===== src/rtl/pc_fetch_ctrl_pkg.sv =====
// pc_fetch_ctrl_pkg: PC-select encodings, fetch FSM states and reset PC shared by the fetch stage.
package pc_fetch_ctrl_pkg;

    localparam logic [1:0] PCSEL_SEQ = 2'b00;
    localparam logic [1:0] PCSEL_JAL = 2'b01;
    localparam logic [1:0] PCSEL_EX  = 2'b10;

    localparam logic [31:0] RESET_PC_DEFAULT = 32'h4000_0000;

    typedef enum logic [1:0] {
        BOOT  = 2'd0,
        RUN   = 2'd1,
        STALL = 2'd2
    } fetch_state_e;

endpackage


===== src/rtl/pc_fetch_ctrl_redirect_latch.sv =====
// pc_redirect_latch: holds one redirect (target + EX/JAL class) raised while fetch is stalled.
module pc_redirect_latch (
    input  logic        clk,
    input  logic        rst_n,
    input  logic        capture_i,
    input  logic        is_ex_i,
    input  logic [31:0] target_i,
    input  logic        clear_i,
    output logic        pending_o,
    output logic        is_ex_o,
    output logic [31:0] target_o
);

    logic        pend_q, ex_q;
    logic [31:0] tgt_q;
    logic        load;

    // Only an older EX redirect may replace a pending JAL; everything else keeps the first one.
    assign load = capture_i && (!pend_q || (is_ex_i && !ex_q));

    always_ff @(posedge clk or negedge rst_n) begin
        if (!rst_n) begin
            pend_q <= 1'b0;
            ex_q   <= 1'b0;
            tgt_q  <= 32'd0;
        end else if (load) begin
            pend_q <= 1'b1;
            ex_q   <= is_ex_i;
            tgt_q  <= target_i;
        end else if (clear_i) begin
            pend_q <= 1'b0;
        end
    end

    assign pending_o = pend_q;
    assign is_ex_o   = ex_q;
    assign target_o  = tgt_q;

endmodule


===== src/rtl/pc_fetch_ctrl.sv =====
// pc_fetch_ctrl: fetch PC sequencer with JAL/EX redirects and stall-held redirects.
// Perf counters are built only when PC_FETCH_CTRL_PERF_EN is defined.
module pc_fetch_ctrl
    import pc_fetch_ctrl_pkg::*;
#(
    parameter logic [31:0] RESET_PC = RESET_PC_DEFAULT
) (
    input  logic        clk,
    input  logic        rst_n,
    input  logic [1:0]  pc_sel,
    input  logic [31:0] jal_target,
    input  logic [31:0] ex_target,
    input  logic        stall,
    output logic [31:0] imem_addr,
    output logic [31:0] pc_if,
    output logic        fetch_valid,
    output logic        flush_if,
    output logic        flush_id,
    output logic        redirect_pending,
    output logic [31:0] redirect_cnt,
    output logic [31:0] flush_cnt
);

    fetch_state_e state_q, state_d;
    logic [31:0]  pc_q, pc_d;
    logic         fv_q, fv_d;
    logic         booting, advance, sel_ex, sel_jal;
    logic         pend, pend_ex;
    logic [31:0]  pend_tgt, jal_m, ex_m;

    assign jal_m   = {jal_target[31:1], 1'b0};
    assign ex_m    = {ex_target[31:1], 1'b0};
    assign sel_ex  = pc_sel == PCSEL_EX;
    assign sel_jal = pc_sel == PCSEL_JAL;
    assign booting = state_q == BOOT;
    assign advance = !booting && !stall;

    pc_redirect_latch u_latch (
        .clk       (clk),
        .rst_n     (rst_n),
        .capture_i (!booting && stall && (sel_ex || sel_jal)),
        .is_ex_i   (sel_ex),
        .target_i  (sel_ex ? ex_m : jal_m),
        .clear_i   (advance),
        .pending_o (pend),
        .is_ex_o   (pend_ex),
        .target_o  (pend_tgt)
    );

    always_comb begin
        imem_addr = pc_q + 32'd4;
        flush_if  = 1'b0;
        flush_id  = 1'b0;
        if (booting) begin
            imem_addr = RESET_PC;
        end else if (stall) begin
            imem_addr = pc_q;
        end else if (pend) begin
            imem_addr = pend_tgt;
            flush_if  = 1'b1;
            flush_id  = pend_ex;
        end else if (sel_ex) begin
            imem_addr = ex_m;
            flush_if  = 1'b1;
            flush_id  = 1'b1;
        end else if (sel_jal) begin
            imem_addr = jal_m;
            flush_if  = 1'b1;
        end
    end

    // imem_addr already equals pc_q while stalled and RESET_PC while booting.
    assign pc_d    = imem_addr;
    assign fv_d    = advance || booting ? 1'b1 : fv_q;
    assign state_d = booting ? RUN : (stall ? STALL : RUN);

    always_ff @(posedge clk or negedge rst_n) begin
        if (!rst_n) begin
            state_q <= BOOT;
            pc_q    <= RESET_PC;
            fv_q    <= 1'b0;
        end else begin
            state_q <= state_d;
            pc_q    <= pc_d;
            fv_q    <= fv_d;
        end
    end

`ifdef PC_FETCH_CTRL_PERF_EN
    logic [31:0] rcnt_q, fcnt_q;

    always_ff @(posedge clk or negedge rst_n) begin
        if (!rst_n) begin
            rcnt_q <= 32'd0;
            fcnt_q <= 32'd0;
        end else begin
            rcnt_q <= rcnt_q + {31'd0, flush_if};
            fcnt_q <= fcnt_q + {31'd0, flush_if || flush_id};
        end
    end

    assign redirect_cnt = rcnt_q;
    assign flush_cnt    = fcnt_q;
`else
    assign redirect_cnt = 32'd0;
    assign flush_cnt    = 32'd0;
`endif

    assign pc_if            = pc_q;
    assign fetch_valid      = fv_q;
    assign redirect_pending = pend;

endmodule


===== config.mk =====
export PLATFORM = sky130hd
export DESIGN_NAME = pc_fetch_ctrl
export DESIGN_NICKNAME = d
export VERILOG_FILES = /design/src/rtl/pc_fetch_ctrl_pkg.sv /design/src/rtl/pc_fetch_ctrl_redirect_latch.sv /design/src/rtl/pc_fetch_ctrl.sv
export SDC_FILE = /design/constraint.sdc
export NUM_CORES = 1
export LEC_CHECK = 0
export CAP_MARGIN = 20
export CORE_ASPECT_RATIO = 1.2
export CORE_MARGIN = 2
export CORE_UTILIZATION = 38
export CTS_CLUSTER_DIAMETER = 150
export DETAILED_ROUTE_END_ITERATION = 7
export PLACE_DENSITY_LB_ADDON = 0.3
export SLEW_MARGIN = 20
export SYNTH_ARGS = -nofsm -noshare
export SYNTH_HDL_FRONTEND = slang
export SYNTH_SLANG_ARGS = --single-unit

===== constraint.sdc =====
create_clock -name clk -period 2.33 [get_ports clk]
set_input_delay 0.466 -clock clk [delete_from_list [all_inputs] [get_ports clk]]
set_output_delay 0.466 -clock clk [all_outputs]
set_load 0.005 [all_outputs]

Word level (Yosys, flattened, before mapping)
Index checks and enable logic that the tools add are counted.
W data, S select, Z words.
{ "classes": {"n_eq_ne": 2, "shifts": 0, "n_bitwise": 0, "mux": 19, "n_mul": 0, "n_reduce_logical": 14, "div_mod_pow": 0, "n_addsub": 1, "order_cmp": 0} }
{ "ops": {"columns": ["cell", "count"], "rows": [
  ["$mux W32", 6],
  ["$add A32 B3 Y32 const B", 1],
  ["$mux W1", 11],
  ["$logic_and A1 B1 Y1", 5],
  ["$logic_not A1 Y1", 4],
  ["$mux W2", 2],
  ["$logic_or A1 B1 Y1", 3],
  ["$eq A2 B1 Y1 const B", 1],
  ["$eq A2 B2 Y1 const B", 1],
  ["$logic_not A2 Y1", 1],
  ["$reduce_bool A2 Y1", 1]
]} }
{ "totals": {"memories": 0, "register_bits": 69, "in_bits": 69, "elab_cells": 42, "latch_bits": 0, "out_inout_bits": 132, "ramBits": 0, "romBits": 0} }

Depth between registers and ports, before layout
{ "depth": {"depth_word": 6, "depth_mapped": 11} }

Hierarchy
A second synthesis with hierarchy kept.
{ "unflattened": {"cells_unflattened": 557, "area_unflattened_um2": 5069.9} }
{ "by_module_without_submodules": {"columns": ["module", "seq_area_each_um2", "cells_per_inst", "instances", "area_each_um2"], "rows": [
  ["pc_fetch_ctrl", 877.1, 482, 1, 3766.1],
  ["pc_redirect_latch", 850.8, 75, 1, 1303.8]
]} }

Least setup slack after synthesis
OpenSTA, ideal clock, no wires.
{ "synth_path": {"kind": "input port to output port", "start": "input port pc_sel[0]", "end": "output port imem_addr[6]", "cell_stages": 9, "n_path_buf": 2, "arrival_ps": 1782, "required_ps": 1864, "path_slack_ps": 82, "cell_sequence": "inv_1 ha_1 buf_2 inv_1 buf_2 nand2_1 nor3_1 nor2_1 o32ai_1"} }
{ "synth_via": {"elab_cells_between_ends": 7, "classes_between": "2 x eq/ne; 5 x mux"} }
{ "synth_lines": {"columns": ["item", "line", "text"], "rows": [
  ["from (decl)", "pc_fetch_ctrl.sv:10", "input logic [1:0] pc_sel,"],
  ["$eq A2 B2 Y1", "pc_fetch_ctrl.sv:33", "assign sel_ex = pc_sel == PCSEL_EX;"],
  ["named net sel_ex", "pc_fetch_ctrl.sv:27", "logic booting, advance, sel_ex, sel_jal;"],
  ["$mux W32", "pc_fetch_ctrl.sv:62", "end else if (sel_ex) begin"],
  ["$mux W32", "pc_fetch_ctrl.sv:58", "end else if (pend) begin"],
  ["$mux W32", "pc_fetch_ctrl.sv:56", "end else if (stall) begin"],
  ["$mux W32", "pc_fetch_ctrl.sv:54", "if (booting) begin"],
  ["to (decl)", "pc_fetch_ctrl.sv:14", "output logic [31:0] imem_addr,"]
]} }
The timed path passes the listed nets, and every way through them passes these cells.

Worst setup path in the final report
{ "layout_path": {"start": "register pc_q[2], in the netlist pc_if[2]", "end": "output port imem_addr[30]"} }
{ "layout_via": {"elab_chain_len": 6} }
{ "layout_rtl": {"columns": ["item", "line", "text"], "rows": [
  ["from (decl)", "pc_fetch_ctrl.sv:25", "logic [31:0] pc_q, pc_d;"],
  ["from (signal assigned)", "pc_fetch_ctrl.sv:84", "pc_q <= pc_d;"],
  ["$add A32 B3 Y32", "pc_fetch_ctrl.sv:51", "imem_addr = pc_q + 32'd4;"],
  ["$mux W32", "pc_fetch_ctrl.sv:66", "end else if (sel_jal) begin"],
  ["$mux W32", "pc_fetch_ctrl.sv:62", null],
  ["$mux W32", "pc_fetch_ctrl.sv:58", null],
  ["$mux W32", "pc_fetch_ctrl.sv:56", null],
  ["$mux W32", "pc_fetch_ctrl.sv:54", null]
]} }
Every way passes these cells.

==> results by group <==
Outcome
  – Failing checks: setup timing
  – Run status: finished, violations left

Run
  – Max cap viols: 0

Layout
  – Share of cells above drive strength 1: 0.4022
  – Total Nets Final: 992
  – Area delta synth->final: 74.30%
  – Fill count: 964
  – Ant diodes: 0
  – Post-Route Utilization: 0.6823

Logic synthesis
  – Synth warn: 0
  – Synth Flop Type: dfrtp_1
  – Syn Area/Cell: 8.166 um2
  – Top cells by area, synth: dfrtp_1, buf_4, a21oi_1
  – Post-synth EDFFs: 0
  – Cell Area, Synth: 4981 um2
  – Fraction of registers with async set/reset: 1.000
  – Post-synthesis cell type count: 66
  – Share of Yosys cell area claimed by the top area cell type: 0.3366
  – Yosys top cell by area: dfrtp_1
  – Yosys reg bits: 68
  – Synth Instances: 610
  – Register area share after synthesis: 0.3419

Worst hold path
  – Hold Path Class: input pin to asynchronous set/reset pin

Die
  – Die H: 129.4 um
  – Core box area: 12720 um2
  – Die W: 108.5 um
  – Starting density of the core: 0.3914
  – Die Area: 14040 um2
  – Top Ports: 201
  – Row count: 45

Critical path
  – R2r worst-path depth: 13
  – Startpoint types: register
  – WS Path Type: register to primary output
  – Crit-path cells: ha_4, and4_4, and3_4, nand4_1, xor2_1, o211ai_1, buf_2
  – Worst path bufs/invs: 1
  – Reg-to-Reg End: pc_if[5]$_DFF_PN0_
  – Critical path peak fanout: 5
  – Critical Path RT: 1.86 ns
  – Crit-path leading delay family: simple AND/OR/NAND/NOR gates
  – R2R Path Start: pc_if[3]$_DFF_PN0_
  – Slowest-stage cell, CP: dfrtp_1
  – Worst EP arrival: 2.16 ns
  – CP Capture Type: primary output
  – Flop-to-flop setup slack: 0.25 ns
  – Crit-path max cell delay: 0.41 ns

Clock tree
  – CTS tree: yes
  – Clk Latency, worst-skew pair: 0.34 ns
  – CTS Buf Count: 9
  – CTS H-tree depth: 3
  – Clock root buffer: clkbuf_16
  – Clk sink count: 68
  – Cts hold-fix bufs: 0
  – Max clock buf depth: 2
  – CTS clk-pin slew, worst paths: 0.06 ns

Route
  – 1st-pass router iterations: 5
  – Vias per Instance: 5.768
  – Final WL: 21890 um
  – Antenna viol nets, final: 0
  – Via count: 6281
  – Starting DRC count in detailed routing: 495
  – Routed WL per cell: 20.10 um
  – Drt drc: 0

GRT
  – Total track usage: 0.3051
  – Initial antenna violation count: 0
  – Vias in the first global route: 6359
  – Global-route wire length before repair: 33150 um
  – Largest net degree at the start of global routing: 48
  – Total congestion overflow: 0

Timing
  – Period utilization: 1.127
  – Slew @ Worst Pin: 0.5883 ns
  – Final min period: 2.625 ns
  – Max_slew headroom: 0.6078
  – Setup violators final: 28
  – Fin. Hold Viols: 0
  – Final setup TNS: -5.175 ns
  – Fmax: 381.0 MHz
  – Clock Skew: 0.007614 ns
  – RSZ-0062 raised after global routing: yes
  – Final worst slack: -0.2950 ns
  – WHS: 0.1269 ns
  – Final-report max-slew violation count: 0

Placement
  – Port Buffers: 134
  – Hpwl dp: 14620 um
  – Final Wtd Congestion: 0.9275
  – Post-Place Setup Slack: -1.098 ns

Power
  – Leak Pwr: 3.821 nW
  – Power Total: 0.006324 W
  – VDD IR-drop max: 0.3781 mV
  – Power per cell area: 728.4 nW/um2
-- layout by cell type (no fill, tap or decap), types with 9 or more instances in the layout --
cell / netlist / final
conb_1: 1 / 64
nand3_1: 22 / 16
clkbuf_16: 0 / 9
nand4_1: 12 / 12
dfrtp_1: 67 / 60
buf_12: 0 / 10
clkdlybuf4s50_1: 0 / 97
a21oi_1: 60 / 47
a31oi_1: 12 / 12
buf_4: 64 / 166
o21ai_0: 29 / 15
nor2_1: 56 / 50
a21oi_2: 0 / 11
buf_6: 1 / 28
o21ai_1: 2 / 11
mux2i_1: 28 / 28
o221ai_1: 13 / 10
buf_2: 14 / 29
nand2_1: 63 / 57
-- through the flow --
| step | area [um2] | cells |
|---|---|---|
| 2_1_floorplan | 5218 | 673 |
| 3_5_place_dp | 7272 | 1010 |
| 6_report | 8682 | 1089 |
| 3_3_place_gp | 7272 | 1010 |
| 5_1_grt | 8682 | 1089 |
| 4_1_cts | 8417 | 1078 |
-- power breakdown --
group	switching [W]	total, W	internal (W)	leakage (nW)
sequential	0.000327	0.00185	0.00153	0.797
clock	0.000567	0.00128	0.000714	0.131
combinational	0.00151	0.00319	0.00168	2.89
-- registers in the layout, summed over array words and instances, names as in the netlist --
register / flops
pc_if: 32
u_latch.target_o: 31
state_q: 2
fetch_valid: 1
u_latch.is_ex_o: 1
u_latch.pending_o: 1
-- worst max-delay path by stage --
stage	slack [ns]	end	depth (start not counted)	from
final	-0.29	imem_addr[30]	7	pc_if[2]$_DFF_PN0_
after global routing	-0.38	imem_addr[30]	7	pc_if[3]$_DFF_PN0_
after CTS	-0.30	imem_addr[30]	7	pc_if[3]$_DFF_PN0_
after detailed placement	-1.10	imem_addr[6]	7	pc_sel[0]
after global placement	-1.06	imem_addr[6]	7	pc_sel[0]
after floorplan	0.08	imem_addr[6]	9	pc_sel[0]
-- worst register-to-register path, stage by stage, from the launching register on --
cell and delay (ns):
dfrtp_1 0.42, buf_6 0.16, buf_4 0.15, nand3_1 0.09
xor2_1 0.15, o211ai_1 0.11, o21ai_1 0.08, o21ai_1 0.09
buf_4 0.14, buf_4 0.12, buf_4 0.12, buf_4 0.12
buf_4 0.12, buf_4 0.12
-- kinds of logic (layout without fill, tap and decap cells) --
group,Yosys count,count (layout),share of synthesized area
simple gates,200,200,0.1939
buf+inv,115,367,0.1402
xor+xnor,6,6,0.01055
other cells,1,64,0.0007529
compound gates,186,186,0.2422
fa+ha+maj,3,3,0.007537
mux,31,31,0.06305
flops,68,68,0.3419
-- metal layers --
layer | up-vias | GRT usage | share of wire
met3 | 86 | 0.04628 | 0.068
li1 | 2737 | - | -
met5 | - | 0 | 0
met1 | 3105 | 0.3518 | 0.37
met4 | 0 | 0.1637 | 0.046
met2 | 353 | 0.5401 | 0.52
-- cells in the mapped netlist (4+ instances only) --
library cell  count
nor4_1            6
o21a_1            4
clkbuf_1         20
o221ai_1         13
o21ai_0          29
o31a_1            6
nand4_1          12
a21oi_1          60
nand2_1          63
o211ai_1          6
nor3_1           14
a31oi_1          12
dfrtp_1          67
nand3_1          22
a221oi_1          7
nor2_1           56
buf_4            64
a221o_1           4
buf_2            14
buf_1             5
inv_1             9
nand2b_1          4
a22oi_1           4
mux2i_1          28
o22ai_1          13
-- layout make-up --
cell class | count | area [um2] | area share
multi-input cells | 490 | 3445 | 0.3967
repair buffers | 340 | 3002 | 0.3457
flip-flops and latches | 68 | 1712 | 0.1971
clock buffers | 9 | 225.2 | 0.02594
well taps | 164 | 205.2 | 0.02363
inverters | 11 | 50.05 | 0.005765
clock inverters | 7 | 43.79 | 0.005044
-- repair_timing --
action / 4_1_cts / 5_1_grt
cloned: 1 / 0
endpoints found under the setup margin: 38 / 31
gates resized for setup: 274 / 45
pin swaps: 81 / 56
buffers inserted: 52 / 16
hold endpoints to repair: 0 / 0
(Power assumes the default switching activity.)
